==> config.mk <==
export PLATFORM = sky130hd
export DESIGN_NAME = rssi_agc_ctrl_flat
export DESIGN_NICKNAME = d
export VERILOG_FILES = /design/src/rtl/rssi_agc_ctrl_if.sv /design/src/rtl/rssi_agc_ctrl.sv /design/src/flat_wrapper.sv
export SDC_FILE = /design/constraint.sdc
export NUM_CORES = 1
export LEC_CHECK = 0
export CORE_ASPECT_RATIO = 1.75
export CORE_MARGIN = 2
export CORE_UTILIZATION = 54
export CTS_CLUSTER_DIAMETER = 120
export DETAILED_ROUTE_END_ITERATION = 10
export GPL_TIMING_DRIVEN = 0
export HOLD_SLACK_MARGIN = 0.12
export PLACE_DENSITY = 0.76
export SETUP_SLACK_MARGIN = 0.5
export SLEW_MARGIN = 20
export SYNTH_ARGS = -nofsm -noshare
export SYNTH_HDL_FRONTEND = slang
export SYNTH_SLANG_ARGS = --single-unit
==> constraint.sdc <==
create_clock -name i_clk -period 3.9 [get_ports i_clk]
set_clock_uncertainty 0.05 [all_clocks]
set_input_delay 0.78 -clock i_clk [delete_from_list [all_inputs] [get_ports i_clk]]
set_output_delay 0.78 -clock i_clk [all_outputs]
set_load 0.02 [all_outputs]
==> src/rtl/rssi_agc_ctrl_if.sv <==
// rssi_agc_ctrl_if
//   Run-control and result bundle between the link layer / IQ-to-dB block
//   and the RSSI AGC sequencer.
//   master : drives i_start, i_abort, i_db_q8; observes the results
//   slave  : the sequencer (rssi_agc_ctrl)
//   Signals:
//     i_start       single-cycle run request
//     i_abort       cancel the current run
//     i_db_q8       signed Q8.8 dB sample from the IQ-to-dB block
//     o_meas_en     enable to the IQ-to-dB block
//     o_gain_idx    front-end gain index
//     o_gain_update one-cycle strobe when o_gain_idx changes
//     o_rssi_q8     signed Q8.8 averaged RSSI of the last completed window
//     o_rssi_valid  one-cycle strobe when o_rssi_q8 is updated
//     o_busy        sequencer not idle
//     o_locked      last run ended in band
interface rssi_agc_ctrl_if #(
  parameter int GAIN_W = 3
) ();
  logic                i_start;
  logic                i_abort;
  logic signed [15:0]  i_db_q8;
  logic                o_meas_en;
  logic [GAIN_W-1:0]   o_gain_idx;
  logic                o_gain_update;
  logic signed [15:0]  o_rssi_q8;
  logic                o_rssi_valid;
  logic                o_busy;
  logic                o_locked;

  modport master (
    output i_start, i_abort, i_db_q8,
    input  o_meas_en, o_gain_idx, o_gain_update, o_rssi_q8,
           o_rssi_valid, o_busy, o_locked
  );

  modport slave (
    input  i_start, i_abort, i_db_q8,
    output o_meas_en, o_gain_idx, o_gain_update, o_rssi_q8,
           o_rssi_valid, o_busy, o_locked
  );
endinterface

==> src/rtl/rssi_agc_ctrl.sv <==
// rssi_agc_ctrl
//   Sequencer for the IQ-to-dB power path of the BLE receive chain. Enables
//   the dB block, discards samples while its smoother settles, averages a
//   window of dB results, and steps the front-end gain index until the
//   average lands in the target band or the iteration limit is reached.
//   Ports:
//     i_clk   system clock
//     i_rst   synchronous active-high reset
//     agc_if  rssi_agc_ctrl_if.slave (run control, dB input, gain/RSSI outputs)
//   Optional build macro: AGC_COARSE_STEP_EN
//     When defined, an average at least 4*HYST_Q8 away from target moves the
//     gain by 2 (saturating at 0 / max); otherwise only single steps are made.
//
//   state    | meaning
//   ---------+--------------------------------------------------------------
//   S_IDLE   | waiting for i_start; dB block disabled
//   S_SETTLE | dB block enabled, samples discarded for SETTLE_CYCLES
//   S_ACCUM  | summing 2^AVG_LOG2 dB samples
//   S_DECIDE | publish average, pick step / lock / give up
//   S_APPLY  | new gain applied, wait GAIN_SETTLE_CYCLES before re-settling
module rssi_agc_ctrl #(
  parameter int SETTLE_CYCLES      = 16,
  parameter int AVG_LOG2           = 3,
  parameter int TARGET_Q8          = -5120,
  parameter int HYST_Q8            = 768,
  parameter int GAIN_W             = 3,
  parameter int GAIN_RESET         = 4,
  parameter int GAIN_SETTLE_CYCLES = 8,
  parameter int MAX_ITER           = 6
) (
  input  logic            i_clk,
  input  logic            i_rst,
  rssi_agc_ctrl_if.slave  agc_if
);

  typedef enum logic [2:0] {
    S_IDLE   = 3'd0,
    S_SETTLE = 3'd1,
    S_ACCUM  = 3'd2,
    S_DECIDE = 3'd3,
    S_APPLY  = 3'd4
  } state_t;

  localparam int ACC_W   = 16 + AVG_LOG2;
  localparam int AVG_LEN = 1 << AVG_LOG2;
  localparam int CNT_MAX = (SETTLE_CYCLES > AVG_LEN) ?
                           ((SETTLE_CYCLES > GAIN_SETTLE_CYCLES) ? SETTLE_CYCLES : GAIN_SETTLE_CYCLES) :
                           ((AVG_LEN > GAIN_SETTLE_CYCLES) ? AVG_LEN : GAIN_SETTLE_CYCLES);
  localparam int CNT_W   = $clog2(CNT_MAX + 1);
  localparam int ITER_W  = $clog2(MAX_ITER + 2);
  localparam int BAND_HI = TARGET_Q8 + HYST_Q8;
  localparam int BAND_LO = TARGET_Q8 - HYST_Q8;

  localparam logic [CNT_W-1:0]  SETTLE_LD = CNT_W'(SETTLE_CYCLES - 1);
  localparam logic [CNT_W-1:0]  ACCUM_LD  = CNT_W'(AVG_LEN - 1);
  localparam logic [CNT_W-1:0]  APPLY_LD  = CNT_W'(GAIN_SETTLE_CYCLES - 1);
  localparam logic [ITER_W-1:0] ITER_LIM  = ITER_W'(MAX_ITER);
  localparam logic [GAIN_W-1:0] GAIN_MAX  = '1;
  localparam logic [GAIN_W-1:0] GAIN_INIT = GAIN_W'(GAIN_RESET);
  localparam logic [GAIN_W-1:0] GAIN_ONE  = GAIN_W'(1);
  localparam logic [GAIN_W-1:0] GAIN_TWO  = GAIN_W'(2);

  state_t                    r_state, w_state_nxt;
  logic [CNT_W-1:0]          r_cnt, w_cnt_nxt;
  logic signed [ACC_W-1:0]   r_acc, w_acc_nxt;
  logic [ITER_W-1:0]         r_iter, w_iter_nxt;
  logic [GAIN_W-1:0]         r_gain, w_gain_nxt;
  logic signed [15:0]        r_rssi, w_rssi_nxt;
  logic                      r_rssi_valid, w_rssi_valid_nxt;
  logic                      r_gain_update, w_gain_update_nxt;
  logic                      r_locked, w_locked_nxt;
  logic                      r_meas_en;
  logic                      r_busy;

  logic signed [ACC_W-1:0]   w_db_ext;
  logic signed [ACC_W-1:0]   w_acc_sum;
  logic signed [ACC_W-1:0]   w_avg_full;
  logic signed [15:0]        w_avg;
  logic signed [31:0]        w_avg32;
  logic                      w_need_dec;
  logic                      w_need_inc;
  logic                      w_coarse;
  logic [GAIN_W-1:0]         w_gain_dn;
  logic [GAIN_W-1:0]         w_gain_up;

  // Window sum is 16+AVG_LOG2 bits wide so 2^AVG_LOG2 full-scale samples fit.
  assign w_db_ext   = $signed({{AVG_LOG2{agc_if.i_db_q8[15]}}, agc_if.i_db_q8});
  assign w_acc_sum  = r_acc + w_db_ext;
  assign w_avg_full = r_acc >>> AVG_LOG2;  // floor toward -inf
  assign w_avg      = w_avg_full[15:0];
  assign w_avg32    = {{16{w_avg[15]}}, w_avg};
  assign w_need_dec = (w_avg32 > BAND_HI);
  assign w_need_inc = (w_avg32 < BAND_LO);

`ifdef AGC_COARSE_STEP_EN
  logic signed [31:0] w_err;
  logic signed [31:0] w_err_abs;
  assign w_err     = w_avg32 - TARGET_Q8;
  assign w_err_abs = (w_err < 0) ? -w_err : w_err;
  assign w_coarse  = (w_err_abs >= 4 * HYST_Q8);
`else
  assign w_coarse  = 1'b0;
`endif

  // A coarse step near the rail degrades to a single step rather than wrapping.
  assign w_gain_dn = (w_coarse && (r_gain >= GAIN_TWO)) ? r_gain - GAIN_TWO : r_gain - GAIN_ONE;
  assign w_gain_up = (w_coarse && (r_gain <= GAIN_MAX - GAIN_TWO)) ? r_gain + GAIN_TWO : r_gain + GAIN_ONE;

  always_comb begin
    w_state_nxt       = r_state;
    w_cnt_nxt         = r_cnt;
    w_acc_nxt         = r_acc;
    w_iter_nxt        = r_iter;
    w_gain_nxt        = r_gain;
    w_rssi_nxt        = r_rssi;
    w_rssi_valid_nxt  = 1'b0;
    w_gain_update_nxt = 1'b0;
    w_locked_nxt      = r_locked;

    case (r_state)
      S_IDLE: begin
        if (agc_if.i_start && !agc_if.i_abort) begin
          w_state_nxt  = S_SETTLE;
          w_cnt_nxt    = SETTLE_LD;
          w_iter_nxt   = '0;
          w_locked_nxt = 1'b0;
        end
      end
      S_SETTLE: begin
        if (r_cnt == '0) begin
          w_state_nxt = S_ACCUM;
          w_cnt_nxt   = ACCUM_LD;
          w_acc_nxt   = '0;
        end else begin
          w_cnt_nxt = r_cnt - CNT_W'(1);
        end
      end
      S_ACCUM: begin
        w_acc_nxt = w_acc_sum;
        if (r_cnt == '0) begin
          w_state_nxt = S_DECIDE;
        end else begin
          w_cnt_nxt = r_cnt - CNT_W'(1);
        end
      end
      S_DECIDE: begin
        w_rssi_nxt       = w_avg;
        w_rssi_valid_nxt = 1'b1;
        w_state_nxt      = S_IDLE;
        if (w_need_dec) begin
          if ((r_gain != '0) && (r_iter != ITER_LIM)) begin
            w_gain_nxt        = w_gain_dn;
            w_gain_update_nxt = 1'b1;
            w_iter_nxt        = r_iter + ITER_W'(1);
            w_state_nxt       = S_APPLY;
            w_cnt_nxt         = APPLY_LD;
          end else begin
            w_locked_nxt = 1'b0;
          end
        end else if (w_need_inc) begin
          if ((r_gain != GAIN_MAX) && (r_iter != ITER_LIM)) begin
            w_gain_nxt        = w_gain_up;
            w_gain_update_nxt = 1'b1;
            w_iter_nxt        = r_iter + ITER_W'(1);
            w_state_nxt       = S_APPLY;
            w_cnt_nxt         = APPLY_LD;
          end else begin
            w_locked_nxt = 1'b0;
          end
        end else begin
          w_locked_nxt = 1'b1;
        end
      end
      S_APPLY: begin
        if (r_cnt == '0) begin
          w_state_nxt = S_SETTLE;
          w_cnt_nxt   = SETTLE_LD;
        end else begin
          w_cnt_nxt = r_cnt - CNT_W'(1);
        end
      end
      default: begin
        w_state_nxt = S_IDLE;
      end
    endcase

    // Abort overrides whatever the state decided this cycle, including DECIDE.
    if (agc_if.i_abort && (r_state != S_IDLE)) begin
      w_state_nxt       = S_IDLE;
      w_rssi_nxt        = r_rssi;
      w_rssi_valid_nxt  = 1'b0;
      w_gain_nxt        = r_gain;
      w_gain_update_nxt = 1'b0;
      w_locked_nxt      = 1'b0;
    end
  end

  always_ff @(posedge i_clk) begin
    if (i_rst) begin
      r_state       <= S_IDLE;
      r_cnt         <= '0;
      r_acc         <= '0;
      r_iter        <= '0;
      r_gain        <= GAIN_INIT;
      r_rssi        <= '0;
      r_rssi_valid  <= 1'b0;
      r_gain_update <= 1'b0;
      r_locked      <= 1'b0;
      r_meas_en     <= 1'b0;
      r_busy        <= 1'b0;
    end else begin
      r_state       <= w_state_nxt;
      r_cnt         <= w_cnt_nxt;
      r_acc         <= w_acc_nxt;
      r_iter        <= w_iter_nxt;
      r_gain        <= w_gain_nxt;
      r_rssi        <= w_rssi_nxt;
      r_rssi_valid  <= w_rssi_valid_nxt;
      r_gain_update <= w_gain_update_nxt;
      r_locked      <= w_locked_nxt;
      // Enable and busy follow the state being entered so they are registered
      // yet line up with the state itself.
      r_meas_en     <= (w_state_nxt != S_IDLE);
      r_busy        <= (w_state_nxt != S_IDLE);
    end
  end

  assign agc_if.o_meas_en     = r_meas_en;
  assign agc_if.o_gain_idx    = r_gain;
  assign agc_if.o_gain_update = r_gain_update;
  assign agc_if.o_rssi_q8     = r_rssi;
  assign agc_if.o_rssi_valid  = r_rssi_valid;
  assign agc_if.o_busy        = r_busy;
  assign agc_if.o_locked      = r_locked;

endmodule

==> src/flat_wrapper.sv <==
// flat-port wrapper written by rule: the top's interface ports become plain ports
module rssi_agc_ctrl_flat 
#(
  parameter int SETTLE_CYCLES      = 16,
  parameter int AVG_LOG2           = 3,
  parameter int TARGET_Q8          = -5120,
  parameter int HYST_Q8            = 768,
  parameter int GAIN_W             = 3,
  parameter int GAIN_RESET         = 4,
  parameter int GAIN_SETTLE_CYCLES = 8,
  parameter int MAX_ITER           = 6
)
  (i_clk, i_rst, agc_if_i_start, agc_if_i_abort, agc_if_i_db_q8, agc_if_o_meas_en, agc_if_o_gain_idx, agc_if_o_gain_update, agc_if_o_rssi_q8, agc_if_o_rssi_valid, agc_if_o_busy, agc_if_o_locked);
  rssi_agc_ctrl_if #(.GAIN_W(GAIN_W)) agc_if_i ();
  input  logic i_clk;
  input  logic i_rst;
  input wire logic [$bits(agc_if_i.i_start)-1:0] agc_if_i_start;
  input wire logic [$bits(agc_if_i.i_abort)-1:0] agc_if_i_abort;
  input wire logic [$bits(agc_if_i.i_db_q8)-1:0] agc_if_i_db_q8;
  output wire logic [$bits(agc_if_i.o_meas_en)-1:0] agc_if_o_meas_en;
  output wire logic [$bits(agc_if_i.o_gain_idx)-1:0] agc_if_o_gain_idx;
  output wire logic [$bits(agc_if_i.o_gain_update)-1:0] agc_if_o_gain_update;
  output wire logic [$bits(agc_if_i.o_rssi_q8)-1:0] agc_if_o_rssi_q8;
  output wire logic [$bits(agc_if_i.o_rssi_valid)-1:0] agc_if_o_rssi_valid;
  output wire logic [$bits(agc_if_i.o_busy)-1:0] agc_if_o_busy;
  output wire logic [$bits(agc_if_i.o_locked)-1:0] agc_if_o_locked;
  assign agc_if_i.i_start = agc_if_i_start;
  assign agc_if_i.i_abort = agc_if_i_abort;
  assign agc_if_i.i_db_q8 = agc_if_i_db_q8;
  assign agc_if_o_meas_en = agc_if_i.o_meas_en;
  assign agc_if_o_gain_idx = agc_if_i.o_gain_idx;
  assign agc_if_o_gain_update = agc_if_i.o_gain_update;
  assign agc_if_o_rssi_q8 = agc_if_i.o_rssi_q8;
  assign agc_if_o_rssi_valid = agc_if_i.o_rssi_valid;
  assign agc_if_o_busy = agc_if_i.o_busy;
  assign agc_if_o_locked = agc_if_i.o_locked;
  rssi_agc_ctrl #(.SETTLE_CYCLES(SETTLE_CYCLES), .AVG_LOG2(AVG_LOG2), .TARGET_Q8(TARGET_Q8), .HYST_Q8(HYST_Q8), .GAIN_W(GAIN_W), .GAIN_RESET(GAIN_RESET), .GAIN_SETTLE_CYCLES(GAIN_SETTLE_CYCLES), .MAX_ITER(MAX_ITER)) u_core (.i_clk(i_clk), .i_rst(i_rst), .agc_if(agc_if_i));
endmodule
==> flow_metrics.env, run 1 <==
export IMPL_ys_ff_latch=53
export IMPL_r2r_end="u_core.r_acc[18]"
export IMPL_cts_hold_buf=0
export IMPL_fin_ws_ps=752
export IMPL_ant_nets=0
export IMPL_synth_async_reset_ratio_pct=0
export IMPL_hold_class="reg -> reg"
export IMPL_place_congestion=0.877
export IMPL_syn_area_per_cell_um2=7.95
export IMPL_r2r_start="u_core.r_acc[0]"
export IMPL_syn_inst=403
export IMPL_core_area_um2=5790
export IMPL_clk_path_buf_depth=2
export IMPL_cts_sinks=53
export IMPL_slew_viol_final=0
export IMPL_fin_crit_ps=3150
export IMPL_numPortBuffers=43
export IMPL_drt_total_wl_um=7730
export IMPL_dieArea_um2=6590
export IMPL_post_drt_wl_per_cell_um=14.5
export IMPL_crit_path_end_kind="register"
export IMPL_die_x_um=62.2
export IMPL_hpwl_um=5980
export IMPL_place_ws_ps=218
export IMPL_grt_pass1_wl_um=13200
export IMPL_die_h_um=106
export IMPL_h_tree_depth=2
export IMPL_arrival_ps=3300
export IMPL_gr_total_overflow=0
export IMPL_grt_usage_pct=24.6
export IMPL_ios=44
export IMPL_grt_max_degree=17
export IMPL_drv_cap=0
export IMPL_cts_resized=0
export IMPL_ys_types=59
export IMPL_antenna_found_initial=0
export IMPL_fin_cells=532
export IMPL_grt_pass1_vias=2912
export IMPL_r2r_cells=10
export IMPL_tns_ps=0
export IMPL_postCtsSetupRepairBufs=0
export IMPL_reg2reg_slack_ps=1330
export IMPL_status="finished clean"
export IMPL_final_hold_violation_count=0
export IMPL_routed_via_density=5.79
export IMPL_drive_gt1_share_pct=6.61
export IMPL_hold_ws_ps=408
export IMPL_root_buffer="clkbuf_8"
export IMPL_p_per_area_nw_per_um2=313
export IMPL_drc_errors=0
export IMPL_worstSetupPathType="in -> reg"
export IMPL_rsz0062_at_grt="no"
export IMPL_dp_cells=524
export IMPL_clk_insertion_delay_late_ps=310
export IMPL_n_antenna_cell=0
export IMPL_setup_violations=0
export IMPL_syn2layout_area_growth_pct=21.1
export IMPL_num_rows=37
export IMPL_hp_start="u_core.agc_if.o_rssi_q8[12]"
export IMPL_critPathRequiredTime_ps=4050
export IMPL_cts_buffers=5
export IMPL_leakage_uw=0.00147
export IMPL_synth_warning_count=0
export IMPL_num_vias=3080
export IMPL_clk_pin_slew_ps=100
export IMPL_synthFlopType="dfxtp_1"
export IMPL_worstMarginPinSlew_ps=779
export IMPL_yosysSeqAreaShare_pct=33.1
export IMPL_firstDrtPassIters=4
export IMPL_ir_drop_uv=261
export IMPL_fin_nets=497
export IMPL_synth_edff_count=0
export IMPL_cts_tree="done"
export IMPL_synthesis_nets=447
export IMPL_fin_crit_sh_pct=80.7
export IMPL_fillers=538
export IMPL_timing_fmax_ghz=0.318
export IMPL_hold_depth=2
export IMPL_max_slew_margin_rel_pct=47.9
export IMPL_hold_path_end="u_core.agc_if.o_rssi_q8[12]"
export IMPL_drt_iter0_markers=132
export IMPL_syn_area_um2=3200
export IMPL_cp_max_fo=4
export IMPL_cp_start_kind="input port"
export IMPL_initial_core_util_pct=55.4
critical path, stage by stage:
cell and delay (ps):
clkdlybuf4s50_1 460, ha_1 200, inv_1 70, fa_1 380
nand2b_1 210, a21oi_2 180, o41ai_1 120, o21a_1 270
o41ai_4 310, mux2i_1 230, o211ai_1 100
logic make-up after synthesis:
logic type      synth area share [%]
flops                           33.1
compound gates                  21.9
xor+xnor                        3.83
simple gates                    24.6
buf+inv                         4.45
fa+ha+maj                       10.2
mux                             1.87
power breakdown:
part	internal, uW	total [uW]	switching, uW
clock network	255	442	187
registers	555	568	13.8
logic	90.4	206	116
total	900	1220	317
layout by cell type (no fill, tap or decap), types with 5 or more instances in the layout:
master | Yosys | layout
a21oi_1 | 42 | 41
a22oi_1 | 7 | 7
clkbuf_1 | 15 | 15
clkbuf_8 | 0 | 5
clkdlybuf4s50_1 | 0 | 43
dfxtp_1 | 53 | 53
ha_1 | 22 | 22
inv_1 | 12 | 12
mux2i_1 | 6 | 6
nand2_1 | 66 | 66
nand2b_1 | 6 | 6
nand3_1 | 11 | 11
nand4_1 | 5 | 5
nor2_1 | 33 | 33
nor3_1 | 11 | 11
o21a_1 | 6 | 6
o21ai_0 | 17 | 17
or3_1 | 7 | 7
xnor2_1 | 12 | 12
state kept, by name (all words and copies together) (netlist names):
register,flops
u_core.r_acc,19
u_core.agc_if.o_rssi_q8,16
u_core.r_cnt,5
u_core.agc_if.o_gain_idx,3
u_core.r_iter,3
u_core.r_state,3
u_core.agc_if.o_gain_update,1
u_core.agc_if.o_locked,1
u_core.agc_if.o_meas_en,1
u_core.agc_if.o_rssi_valid,1
final cells by class:
class	count	area, um2	share of cell area, %
Tap cell	78	97.6	2.51
Clock inverter	3	65.1	1.68
Sequential cell	53	1060	27.3
Buffer	21	97.6	2.51
Inverter	12	45.0	1.16
Timing Repair Buffer	43	430	11.1
Clock buffer	5	68.8	1.77
Multi-Input combinational cell	317	2020	51.9
synth_stat cells (all sizes together) (2+ instances only):
master  count  share of area, %
a311oi      2              0.55
a21o        4              0.94
nor4        2              0.39
mux2i       6               1.9
fa          2               1.2
a211oi      2              0.47
or2         4              0.86
a21oi      42               6.6
clkbuf     15               1.8
inv        12               1.4
dfxtp      53                33
or3         7               1.4
buf         6               1.3
o21bai      3              0.70
nor2b       4               1.0
o41ai       2              0.78
o211ai      4              0.94
nand2      66               7.7
o21a        6               1.4
nor4b       2              0.55
nand3      11               1.7
o21ai      18               2.9
and3        4              0.78
a31oi       3              0.78
nand2b      6               1.2
o22ai       2              0.59
a22oi       7               1.6
xor2        2              0.55
o31ai       4              0.94
nor3       12               2.0
ha         22               8.6
nor3b       2              0.47
xnor2      12               3.3
nor2       35               4.4
nand4       5              0.98
a221o       2              0.62
layer usage:
| layer | track usage, % | wire length, um | vias to the layer above | part of all wire (%) |
|---|---|---|---|---|
| met3 | 3.17 | 224 | 17 | 2.9 |
| li1 | - | - | 1532 | - |
| met1 | 26.5 | 3060 | 1466 | 40 |
| met2 | 47.4 | 4230 | 65 | 55 |
| met4 | 10.3 | 212 | 0 | 2.7 |
| met5 | 0 | 0 | - | 0 |
stage by stage:
step / total power, uW / cell area, um2 / util [%]
4_1_cts: 1210 / 3870 / 66.8
2_1_floorplan: 720 / 3200 / -
3_3_place_gp: 778 / 3730 / 64.5
3_5_place_dp: 785 / 3730 / 64.5
5_1_grt: 1260 / 3880 / 67.1
6_report: 1220 / 3880 / 67.1
worst max-delay path by stage:
stage	startpoint	endpoint	slack, ps	depth (start not counted)
2_1_floorplan	agc_if_i_db_q8[0]	u_core.r_acc[18]	1000	10
3_3_place_gp	agc_if_i_db_q8[0]	u_core.r_acc[18]	300	11
3_5_place_dp	agc_if_i_db_q8[0]	u_core.r_acc[18]	220	11
4_1_cts	agc_if_i_db_q8[0]	u_core.r_acc[18]	530	11
5_1_grt	agc_if_i_db_q8[0]	u_core.r_acc[18]	600	11
6_report	agc_if_i_db_q8[0]	u_core.r_acc[18]	750	11
No activity file was read; power rests on OpenSTA's default activity.
==> run 2, diff against run 1 <==
--- a/config.mk
+++ b/config.mk
@@ -7,12 +7,12 @@
 export LEC_CHECK = 0
 export CORE_ASPECT_RATIO = 1.75
 export CORE_MARGIN = 2
-export CORE_UTILIZATION = 54
+export CORE_UTILIZATION = 50
 export CTS_CLUSTER_DIAMETER = 120
 export DETAILED_ROUTE_END_ITERATION = 10
 export GPL_TIMING_DRIVEN = 0
 export HOLD_SLACK_MARGIN = 0.12
-export PLACE_DENSITY = 0.76
+export PLACE_DENSITY = 0.74
 export SETUP_SLACK_MARGIN = 0.5
 export SLEW_MARGIN = 20
 export SYNTH_ARGS = -nofsm -noshare
==> constraint.sdc (replaced) <==
create_clock -name i_clk -period 2.8 [get_ports i_clk]
set_clock_uncertainty 0.05 [all_clocks]
set_input_delay 0.56 -clock i_clk [delete_from_list [all_inputs] [get_ports i_clk]]
set_output_delay 0.56 -clock i_clk [all_outputs]
set_load 0.02 [all_outputs]
==> flow_metrics.env, run 2 (synthesized netlist as in run 1, its figures left out) <==
export IMPL_ir_drop_uv=309
export IMPL_most_common_layout_cells="nand2_1 (66), dfxtp_1 (49), a21oi_1 (36), clkdlybuf4s50_1 (35), nor2_1 (31)"
export IMPL_multiInputGateArea_um2=2250
export IMPL_cp_start_kind="input port"
export IMPL_syn2layout_area_growth_pct=30.4
export IMPL_rsz0062_at_grt="yes"
export IMPL_root_buffer="clkbuf_8"
export IMPL_max_slew_margin_rel_pct=56.6
export IMPL_dieArea_um2=7090
export IMPL_finalInstanceArea_um2=4180
export IMPL_p_sw_uw=448
export IMPL_timing_fmax_ghz=0.414
export IMPL_place_ws_ps=-419
export IMPL_layout_commonest_cell="nand2_1"
export IMPL_worstSetupPathType="in -> reg"
export IMPL_post_drt_wl_per_cell_um=15.5
export IMPL_routed_via_density=5.69
export IMPL_fin_nets=514
export IMPL_cts_sinks=53
export IMPL_largest_register_ffs=19
export IMPL_postPlaceCellArea_um2=3780
export IMPL_drt_total_wl_um=8520
export IMPL_drc_errors=0
export IMPL_drive_gt1_share_pct=18.3
export IMPL_die_x_um=64.5
export IMPL_fin_crit_sh_pct=86.4
export IMPL_gr_total_overflow=0
export IMPL_crit_path_end_kind="register"
export IMPL_antenna_found_initial=0
export IMPL_final_util_pct=67.6
export IMPL_p_per_area_nw_per_um2=369
export IMPL_die_h_um=110
export IMPL_critPathRequiredTime_ps=2960
export IMPL_numPortBuffers=43
export IMPL_pwr_share_clk_pct=27.6
export IMPL_grt_max_degree=15
export IMPL_num_vias=3135
export IMPL_h_tree_depth=2
export IMPL_n_antenna_cell=0
export IMPL_grt_pass1_vias=3084
export IMPL_cts_buffers=5
export IMPL_final_hold_violation_count=0
export IMPL_clk_insertion_delay_late_ps=320
export IMPL_initial_core_util_pct=51.8
export IMPL_setup_violations=0
export IMPL_clk_pin_slew_ps=90
export IMPL_ant_nets=0
export IMPL_slew_viol_final=0
export IMPL_seq_power_share_pct=51.6
export IMPL_grt_pass1_wl_um=13700
export IMPL_internal_power_uw=1090
export IMPL_drt_iter0_markers=114
export IMPL_grt_usage_pct=24.8
export IMPL_hold_class="reg -> reg"
export IMPL_drv_cap=0
export IMPL_seqCellArea_um2=1070
export IMPL_cp_max_fo=4
export IMPL_hpwl_um=6140
export IMPL_place_congestion=0.846
export IMPL_cts_tree="done"
export IMPL_leakage_uw=0.00158
export IMPL_largest_register="u_core.r_acc"
export IMPL_switching_share_pct=29.0
export IMPL_clk_path_buf_depth=2
export IMPL_core_area_um2=6180
export IMPL_arrival_ps=2570
export IMPL_num_rows=38
export IMPL_worstMarginPinSlew_ps=649
export IMPL_fin_crit_ps=2420
export IMPL_ios=44
export IMPL_fillers=547
export IMPL_combPwrFrac_pct=20.8
export IMPL_status="finished clean"
export IMPL_fin_ws_ps=382
export IMPL_firstDrtPassIters=5
-- run 2: cell types whose count changed in the layout (fill, tap and decap cells not counted), moves of 5 or more --
cell	previous run	this run
a21oi_1	41	36
buf_4	2	19
clkbuf_2	0	6
clkdlybuf4s50_1	43	35
dlygate4sd2_1	0	5
ha_1	22	14
ha_4	0	8
-- run 2: critical path, stage by stage --
cell and delay (ps):
dlygate4sd2_1 270, ha_4 270, o211ai_1 300, a21oi_4 70, o41ai_4 250, o21a_2 240, buf_4 150, nor2_2 40
mux2i_1 150, a221o_1 270
-- run 2: worst paths after layout --
check | startpoint | endpoint | slack [ps] | depth (start not counted)
setup / recovery | agc_if_i_db_q8[3] | u_core.r_acc[14] | 380 | 10
hold / removal | u_core.agc_if.o_rssi_q8[5] | u_core.agc_if.o_rssi_q8[5] | 410 | 2
setup reg to reg | u_core.r_acc[0] | u_core.r_acc[18] | 390 | 10
hold reg to reg | u_core.agc_if.o_rssi_q8[5] | u_core.agc_if.o_rssi_q8[5] | 410 | 2
-- run 2: what timing repair did --
| action | 4_1_cts | 5_1_grt |
|---|---|---|
| gates resized for setup | 35 | 26 |
| buffers inserted | 10 | 7 |
| endpoints found under the setup margin | 9 | 28 |
| pin swaps | 17 | 11 |
| hold buffers | 0 | 0 |
-- run 2: power groups by stage --
stage | registers, uW | clock network (uW) | logic, uW
CTS | 794 | 437 | 305
finish | 796 | 426 | 320
detailed placement | 811 | 0 | 286
global route | 799 | 460 | 353
floorplan | 806 | 0 | 200
global placement | 810 | 0 | 280
-- run 2: layout make-up --
cell class | instances | area share (%)
Timing Repair Buffer | 60 | 12.8
Inverter | 12 | 1.08
Multi-Input combinational cell | 317 | 53.8
Clock buffer | 8 | 1.92
Sequential cell | 53 | 25.5
Buffer | 21 | 2.49
Tap cell | 80 | 2.40
-- run 2: stage by stage --
step	total power, uW	TNS, ps	hold WS, ps	instances
final	1540	0	408	551
after global routing	1610	0	435	551
after CTS	1540	0	409	544
after detailed placement	1100	-1880	396	526
after global placement	1090	-1660	395	526
after floorplan	1010	0	399	403
-- run 2: per-layer routing --
layer,wire length [um],global-route usage [%]
met1,3260,25.1
met3,271,4.30
met5,0,0
met4,296,12.9
met2,4690,47.5
